## src/rtl/uart_hex_tx.sv

```systemverilog
// Prints each accepted 4-bit value as one ASCII hex character on an 8N1 UART line,
// optionally followed by CR LF. TX, READY and BUSY are all registered.
module uart_hex_tx #(
  parameter int unsigned CLKS_PER_BIT = 104,
  parameter bit          SEND_CRLF    = 1'b1
) (
  input  logic       CLKIN,
  input  logic       RESETN,
  input  logic       VALID,
  input  logic [3:0] DATA,
  output logic       READY,
  output logic       BUSY,
  output logic       TX
);

  localparam int unsigned   BW        = $clog2(CLKS_PER_BIT);
  localparam logic [BW-1:0] BAUD_LAST = BW'(CLKS_PER_BIT - 1);

  typedef enum logic [1:0] {
    S_IDLE  = 2'd0,
    S_START = 2'd1,
    S_DATA  = 2'd2,
    S_STOP  = 2'd3
  } state_t;

  state_t        r_state;
  state_t        w_next;
  logic [BW-1:0] r_baud;
  logic [2:0]    r_bit;
  logic [7:0]    r_shift;
  logic [1:0]    r_idx;
  logic          r_tx;
  logic          r_ready;
  logic          r_busy;
  logic          w_accept;
  logic          w_baud_done;
  logic          w_more;
  logic          w_tx;
  logic          w_ready;

  function automatic logic [7:0] hex_ascii(input logic [3:0] d);
    if (d < 4'd10) begin
      return 8'h30 + {4'h0, d};
    end else begin
      return 8'h37 + {4'h0, d};
    end
  endfunction

  // r_ready is only ever high while the FSM sits in IDLE, so it alone gates capture.
  assign w_accept    = VALID && r_ready;
  assign w_baud_done = (r_baud == BAUD_LAST);
  assign w_more      = SEND_CRLF && (r_idx < 2'd2);

  // State register
  always_ff @(posedge CLKIN or negedge RESETN) begin
    if (!RESETN) begin
      r_state <= S_IDLE;
    end else begin
      r_state <= w_next;
    end
  end

  // Next-state logic
  always_comb begin
    w_next = r_state;
    case (r_state)
      S_IDLE: begin
        if (w_accept) w_next = S_START;
        else          w_next = S_IDLE;
      end
      S_START: begin
        if (w_baud_done) w_next = S_DATA;
        else             w_next = S_START;
      end
      S_DATA: begin
        if (w_baud_done && (r_bit == 3'd7)) w_next = S_STOP;
        else                                w_next = S_DATA;
      end
      S_STOP: begin
        if (w_baud_done) w_next = w_more ? S_START : S_IDLE;
        else             w_next = S_STOP;
      end
      default: w_next = S_IDLE;
    endcase
  end

  // Output decode, registered below so the pin lags the state by one cycle
  always_comb begin
    w_tx = 1'b1;
    case (r_state)
      S_START: w_tx = 1'b0;
      S_DATA:  w_tx = r_shift[0];
      default: w_tx = 1'b1;
    endcase
    if ((r_state == S_IDLE) && !w_accept) begin
      w_ready = 1'b1;
    end else begin
      w_ready = 1'b0;
    end
  end

  // Registered pin outputs
  always_ff @(posedge CLKIN or negedge RESETN) begin
    if (!RESETN) begin
      r_tx    <= 1'b1;
      r_ready <= 1'b1;
      r_busy  <= 1'b0;
    end else begin
      r_tx    <= w_tx;
      r_ready <= w_ready;
      r_busy  <= !w_ready;
    end
  end

  // Baud counter restarts on every state entry and on each bit wrap
  always_ff @(posedge CLKIN or negedge RESETN) begin
    if (!RESETN) begin
      r_baud <= {BW{1'b0}};
    end else if ((w_next != r_state) || (r_state == S_IDLE) || w_baud_done) begin
      r_baud <= {BW{1'b0}};
    end else begin
      r_baud <= r_baud + BW'(1);
    end
  end

  // Character shifter, bit counter and message byte index
  always_ff @(posedge CLKIN or negedge RESETN) begin
    if (!RESETN) begin
      r_shift <= 8'h00;
      r_bit   <= 3'd0;
      r_idx   <= 2'd0;
    end else begin
      case (r_state)
        S_IDLE: begin
          if (w_accept) begin
            r_shift <= hex_ascii(DATA);
            r_idx   <= 2'd0;
            r_bit   <= 3'd0;
          end
        end
        S_START: r_bit <= 3'd0;
        S_DATA: begin
          if (w_baud_done) begin
            r_shift <= {1'b0, r_shift[7:1]};
            r_bit   <= r_bit + 3'd1;
          end
        end
        S_STOP: begin
          if (w_baud_done && w_more) begin
            r_idx   <= r_idx + 2'd1;
            r_shift <= (r_idx == 2'd0) ? 8'h0D : 8'h0A;
          end
        end
        default: r_bit <= 3'd0;
      endcase
    end
  end

  assign TX    = r_tx;
  assign READY = r_ready;
  assign BUSY  = r_busy;

endmodule
```

## config.mk

```make
export PLATFORM = sky130hd
export DESIGN_NAME = uart_hex_tx
export DESIGN_NICKNAME = d
export VERILOG_FILES = /design/src/rtl/uart_hex_tx.sv
export SDC_FILE = /design/constraint.sdc
export NUM_CORES = 1
export LEC_CHECK = 0
export ABC_AREA = 1
export BUFFER_PORTS_ARGS = -buffer_cell sky130_fd_sc_hd__buf_4
export CAP_MARGIN = 0
export CORE_MARGIN = 5
export CORE_UTILIZATION = 60
export DETAILED_ROUTE_END_ITERATION = 16
export PLACE_DENSITY_LB_ADDON = 0.08
export SETUP_SLACK_MARGIN = 0.3
export SYNTH_ARGS = -nofsm -noshare
export SYNTH_HDL_FRONTEND = slang
export SYNTH_SLANG_ARGS = --single-unit
```

## constraint.sdc

```tcl
create_clock -name CLKIN -period 2.45 [get_ports CLKIN]
set_input_delay 0.1225 -clock CLKIN [delete_from_list [all_inputs] [get_ports CLKIN]]
set_output_delay 0.1225 -clock CLKIN [all_outputs]
set_load 0.02 [all_outputs]
```

Word-level counts from Yosys, hierarchy flattened. Index checks and enable logic that the tools add are counted. Widths: inputs -> output; s select.

Logic and storage cells: 61. Bits of input ports: 7. Output and inout bits: 3. Flip-flop bits (word level): 25.

Equal/unequal tests: 9. Add/sub/neg operators: 5. $lt $le $gt $ge: 2. Reductions and logical operators: 16. Muxes and demuxes: 21.

Operator list (count): $mux 8 (3); $pmux 8 s3 (1); $add 6x4->7 const A (2); $mux 7 (2); $mux 3 (3); $pmux 3 s3 (1); $mux 2 (4); $pmux 2 s4 (1); $add 7x1->7 const B (1); $eq 7x7->1 const B (1); $ne 2x2->1 const B (3); $reduce_and 3->1 (2); $reduce_bool 3->1 (2); $eq 2x2->1 const B (2); $logic_and 1x1->1 (4); $logic_not 2->1 (2); $lt 4x4->1 const B (1); $mux 1 (4); $pmux 2 s2 (1); $reduce_and 4->1 (1); $add 3x1->3 const B (1); $eq 3x3->1 const B (1); $add 2x1->2 const B (1); $eq 2x1->1 const B (1); other kinds (6) (8).

Longest topological paths before layout.
Depth in word-level cells: 8. Gate-level depth with buffers: 9. Depth with buffers taken out: 9.

Worst setup path before layout. No wires, ideal clock.

Path type: flip-flop to flip-flop. Start point: register r_baud[0]. End point: register r_shift[1]. Period minus slack after synthesis: 1.331 ns. Slack: 1.119 ns. Setup time: 0.117 ns. Data required time: 2.333 ns. Arrival: 1.214 ns. Stages on the path, launching flop included: 9. Path buffers: 0. Cells stage by stage: dfrtp_1 > ha_1 > nand2_2 > nor2_4 > nand2_2 > nand2_1 > nand3_2 > nand2_1 > nand2_1.

Longest elaborated chain between the ends: 4. Elaborated cells on any way between the ends: 5. Classes of those cells: 3 x eq/ne; 2 x reduce/logical.

RTL lines: start, declared (line 28) `logic [BW-1:0] r_baud;`; start signal, assigned (line 118) `r_baud <= {BW{1'b0}};`; start signal, assigned (line 120) `r_baud <= {BW{1'b0}};`; start signal, assigned (line 122) `r_baud <= r_baud + BW'(1);`; $eq 7x7->1 (*) (line 51) `assign w_baud_done = (r_baud == BAUD_LAST);`; $logic_and 1x1->1 (line 149) `if (w_baud_done && w_more) begin`; $ne 2x2->1 (no source line); $reduce_and 4->1 (no source line) (*); end signal, assigned (line 136) `r_shift <= hex_ascii(DATA);`; end signal, assigned (line 144) `r_shift <= {1'b0, r_shift[7:1]};`; end signal, assigned (line 151) `r_shift <= (r_idx == 2'd0) ? 8'h0D : 8'h0A;`; end, declared (line 30) `logic [7:0] r_shift;`.

Every way passes the cells marked *; elsewhere a longest branch is shown, timed or not. A chain may end at the register's enable or synchronous reset.

Worst setup path after layout.
Start point: register r_state[1]. End point: register r_shift[3].

Longest elaborated chain between the ends: 3. Elaborated cells on any way between the ends: 9. Classes of those cells: 5 x eq/ne; 1 x mux; 3 x reduce/logical.

RTL lines: start, declared (line 26) `state_t r_state;`; start signal, assigned (line 59) `r_state <= w_next;`; $eq 2x2->1 / $logic_not 2->1 (equally long branches) (line 133) `case (r_state)`; $ne 2x2->1 (no source line) / $reduce_bool 3->1 (equally long branches); $reduce_and 4->1 (no source line).

Parallel ways exist; a longest one is shown, timed or not.

==> flow_metrics.env <==
export IMPL_netlist_area_leader_share=0.415
export IMPL_seq_power_share=0.665
export IMPL_whs_path_depth=3
export IMPL_via_count=1098
export IMPL_cellPowerDensity_nw_per_um2=410
export IMPL_multiInputGateArea_um2=637
export IMPL_synth_top_area_cell="dfrtp_1"
export IMPL_status="finished, final reports clean"
export IMPL_slew_viol_final=0
export IMPL_cp_data_arrival_time_ps=1860
export IMPL_ys_seq_area_frac=0.455
export IMPL_pwr_share_comb=0.065
export IMPL_p_sw_frac=0.213
export IMPL_synth_most_common_cell="nand2_1"
export IMPL_netlist_top_cells_area="dfrtp_1 (42%), nand2_1 (14%), nand3_1 (7.5%), inv_1 (4.8%), ha_1 (4.7%)"
export IMPL_clockBufferDepth=2
export IMPL_hold_path_end="BUSY"
export IMPL_syn_num_nets=182
export IMPL_remaining_drc_errors=0
export IMPL_vias_per_cell=5.23
export IMPL_postSynthAreaPerCell_um2=7.80
export IMPL_antenna_found_initial=0
export IMPL_cts_sinks=24
export IMPL_place_congestion=0.828
export IMPL_synth_cells=170
export IMPL_postCtsHoldBufs=1
export IMPL_die_h_um=57.0
export IMPL_rows=17
export IMPL_crit_fanout=12
export IMPL_fill_cells=194
export IMPL_ctsResizeCount=0
export IMPL_rrSetupSlack_ps=790
export IMPL_max_cap_violations=0
export IMPL_grt_max_degree=25
export IMPL_setup_tns_ps=0
export IMPL_finalNonFillerCells=210
export IMPL_r2r_end="r_shift[3]"
export IMPL_coreArea_um2=2170
export IMPL_ir_drop_uv=355
export IMPL_regArea_um2=603
export IMPL_io_pins=10
export IMPL_endpoint_kind="register"
export IMPL_synthTopCellsByCount="nand2_1 (49), dfrtp_1 (22), nand3_1 (20)"
export IMPL_drtIter0Drc=44
export IMPL_yosys_warnings=0
export IMPL_max_slew_margin=0.688
export IMPL_overflow=0
export IMPL_ys_seq_elements=24
export IMPL_p_int_uw=468
export IMPL_worstHoldStart="VALID"
export IMPL_grt_pass1_wl_mm=4.76
export IMPL_crit_required_ps=2660
export IMPL_clock_latency_ps=300
export IMPL_fmax_mhz=604
export IMPL_p_leak_uw=0.000749
export IMPL_period_needed_ps=1660
export IMPL_power_net_switching_uw=127
export IMPL_ctsHtreeMaxLevel=1
export IMPL_dp_hpwl_mm=2.02
export IMPL_p_clk_frac=0.270
export IMPL_grt_pass1_vias=1160
export IMPL_synth_area_um2=1330
export IMPL_post_cts_buffers=0
export IMPL_ant_nets=0
export IMPL_ys_async_sr_fraction=1.00
export IMPL_synth_cell_types=23
export IMPL_cts_tree="done"
export IMPL_clk_pin_slew_ps=120
export IMPL_synth_edf_count=0
export IMPL_placed_cells=206
export IMPL_portBuffers=9
export IMPL_nNetsFinal=196
export IMPL_worstRegToRegCells=7
export IMPL_ys_flop_type="dfrtp_1"
export IMPL_setup_viol=0
export IMPL_cts_root_buf="clkbuf_4"
export IMPL_fp_dieW_um=57.0
export IMPL_drive_above_1_share=0.154
export IMPL_rsz0062_at_grt="no"
export IMPL_final_hold_viol_count=0
export IMPL_numCtsBuffers=3
export IMPL_crit_type="register to register"
export IMPL_tightest_slew_ps=465
export IMPL_area_growth_pct=9.62
export IMPL_drt_wirelength_per_cell_um=12.3
export IMPL_worstSetupStartpointType="register"
export IMPL_timing_rr_start="r_state[1]"
export IMPL_track_usage=0.182
export IMPL_antenna_cells=0
export IMPL_drtPass1Iterations=4
export IMPL_start_util=0.611
export IMPL_fin_crit_sh=0.676
export IMPL_skew_ps=10.9
export IMPL_wirelength_mm=2.57
export IMPL_dieArea_um2=3250
export IMPL_hold_class="input port to register"
cell type report:
class	instances	area share
Clock buffer	3	0.0155
Inverter	21	0.0542
Multi-Input combinational cell	124	0.438
Sequential cell	24	0.415
Tap cell	28	0.0241
Timing Repair Buffer	10	0.0534
per-layer routing:
metal | GRT usage | up-vias | wire [um]
li1 | - | 571 | -
met1 | 0.225 | 506 | 1190
met2 | 0.307 | 19 | 1250
met3 | 0.0498 | 2 | 124
met4 | 0.0596 | 0 | 15
met5 | 0 | - | 0
worst max-delay path by stage:
stage,to,from,slack [ps]
2_1_floorplan,r_shift[1],r_baud[0],1120
3_3_place_gp,r_shift[1],r_state[1],840
3_5_place_dp,r_shift[3],r_state[1],810
4_1_cts,r_shift[3],r_state[1],800
5_1_grt,r_shift[0],r_state[1],630
6_report,r_shift[3],r_state[1],790
cells by family after synthesis:
family	count (synthesis)	share of synthesized area
DFF	24	0.455
adders and majority gates	5	0.0472
buffers and inverters	22	0.0651
AOI/OAI and AO/OA	18	0.0783
xor gates and xnor gates	3	0.0198
and+or+nand+nor	98	0.335
power groups by stage:
stage	Combinational (uW)	Clock, uW	Sequential (uW)
finish	38.8	161	396
global route	44.8	185	396
CTS	39.3	167	396
detailed placement	37.7	0	404
global placement	36.6	0	404
floorplan	16.7	0	404
cell usage in the layout, fill, tap and decap left out, types with 3 or more instances in the layout:
| cell type | instances |
|---|---|
| o21ai_0 | 12 |
| nor2_1 | 14 |
| inv_1 | 17 |
| buf_4 | 9 |
| inv_2 | 4 |
| clkbuf_4 | 3 |
| nand2_1 | 49 |
| nand2_2 | 4 |
| dfrtp_1 | 22 |
| a21oi_1 | 3 |
| ha_1 | 5 |
| nand3_1 | 20 |
through the flow:
step / instance area (um^2) / hold WS [ps] / util / setup WS [ps] / power, uW
detailed placement: 1420 / 31.5 / 0.655 / 813 / 441
global route: 1450 / 101 / 0.670 / 629 / 626
finish: 1450 / 117 / 0.670 / 795 / 596
global placement: 1420 / 31.4 / 0.655 / 835 / 440
floorplan: 1330 / -173 / - / 1120 / 420
CTS: 1450 / 105 / 0.670 / 800 / 603
state kept, by name (all words and copies together), names as in the netlist:
name	count
BUSY	1
READY	1
TX	1
r_baud	7
r_bit	3
r_idx	2
r_shift	7
r_state	2
critical path: stages (launching register included):
cell and delay (ps):
dfrtp_1 610, inv_1 160, nor2_2 320, nor2_1 130
inv_2 100, o21ai_4 90, nand3_1 100, nand2_1 60
No activity file was read; power rests on OpenSTA's default activity.
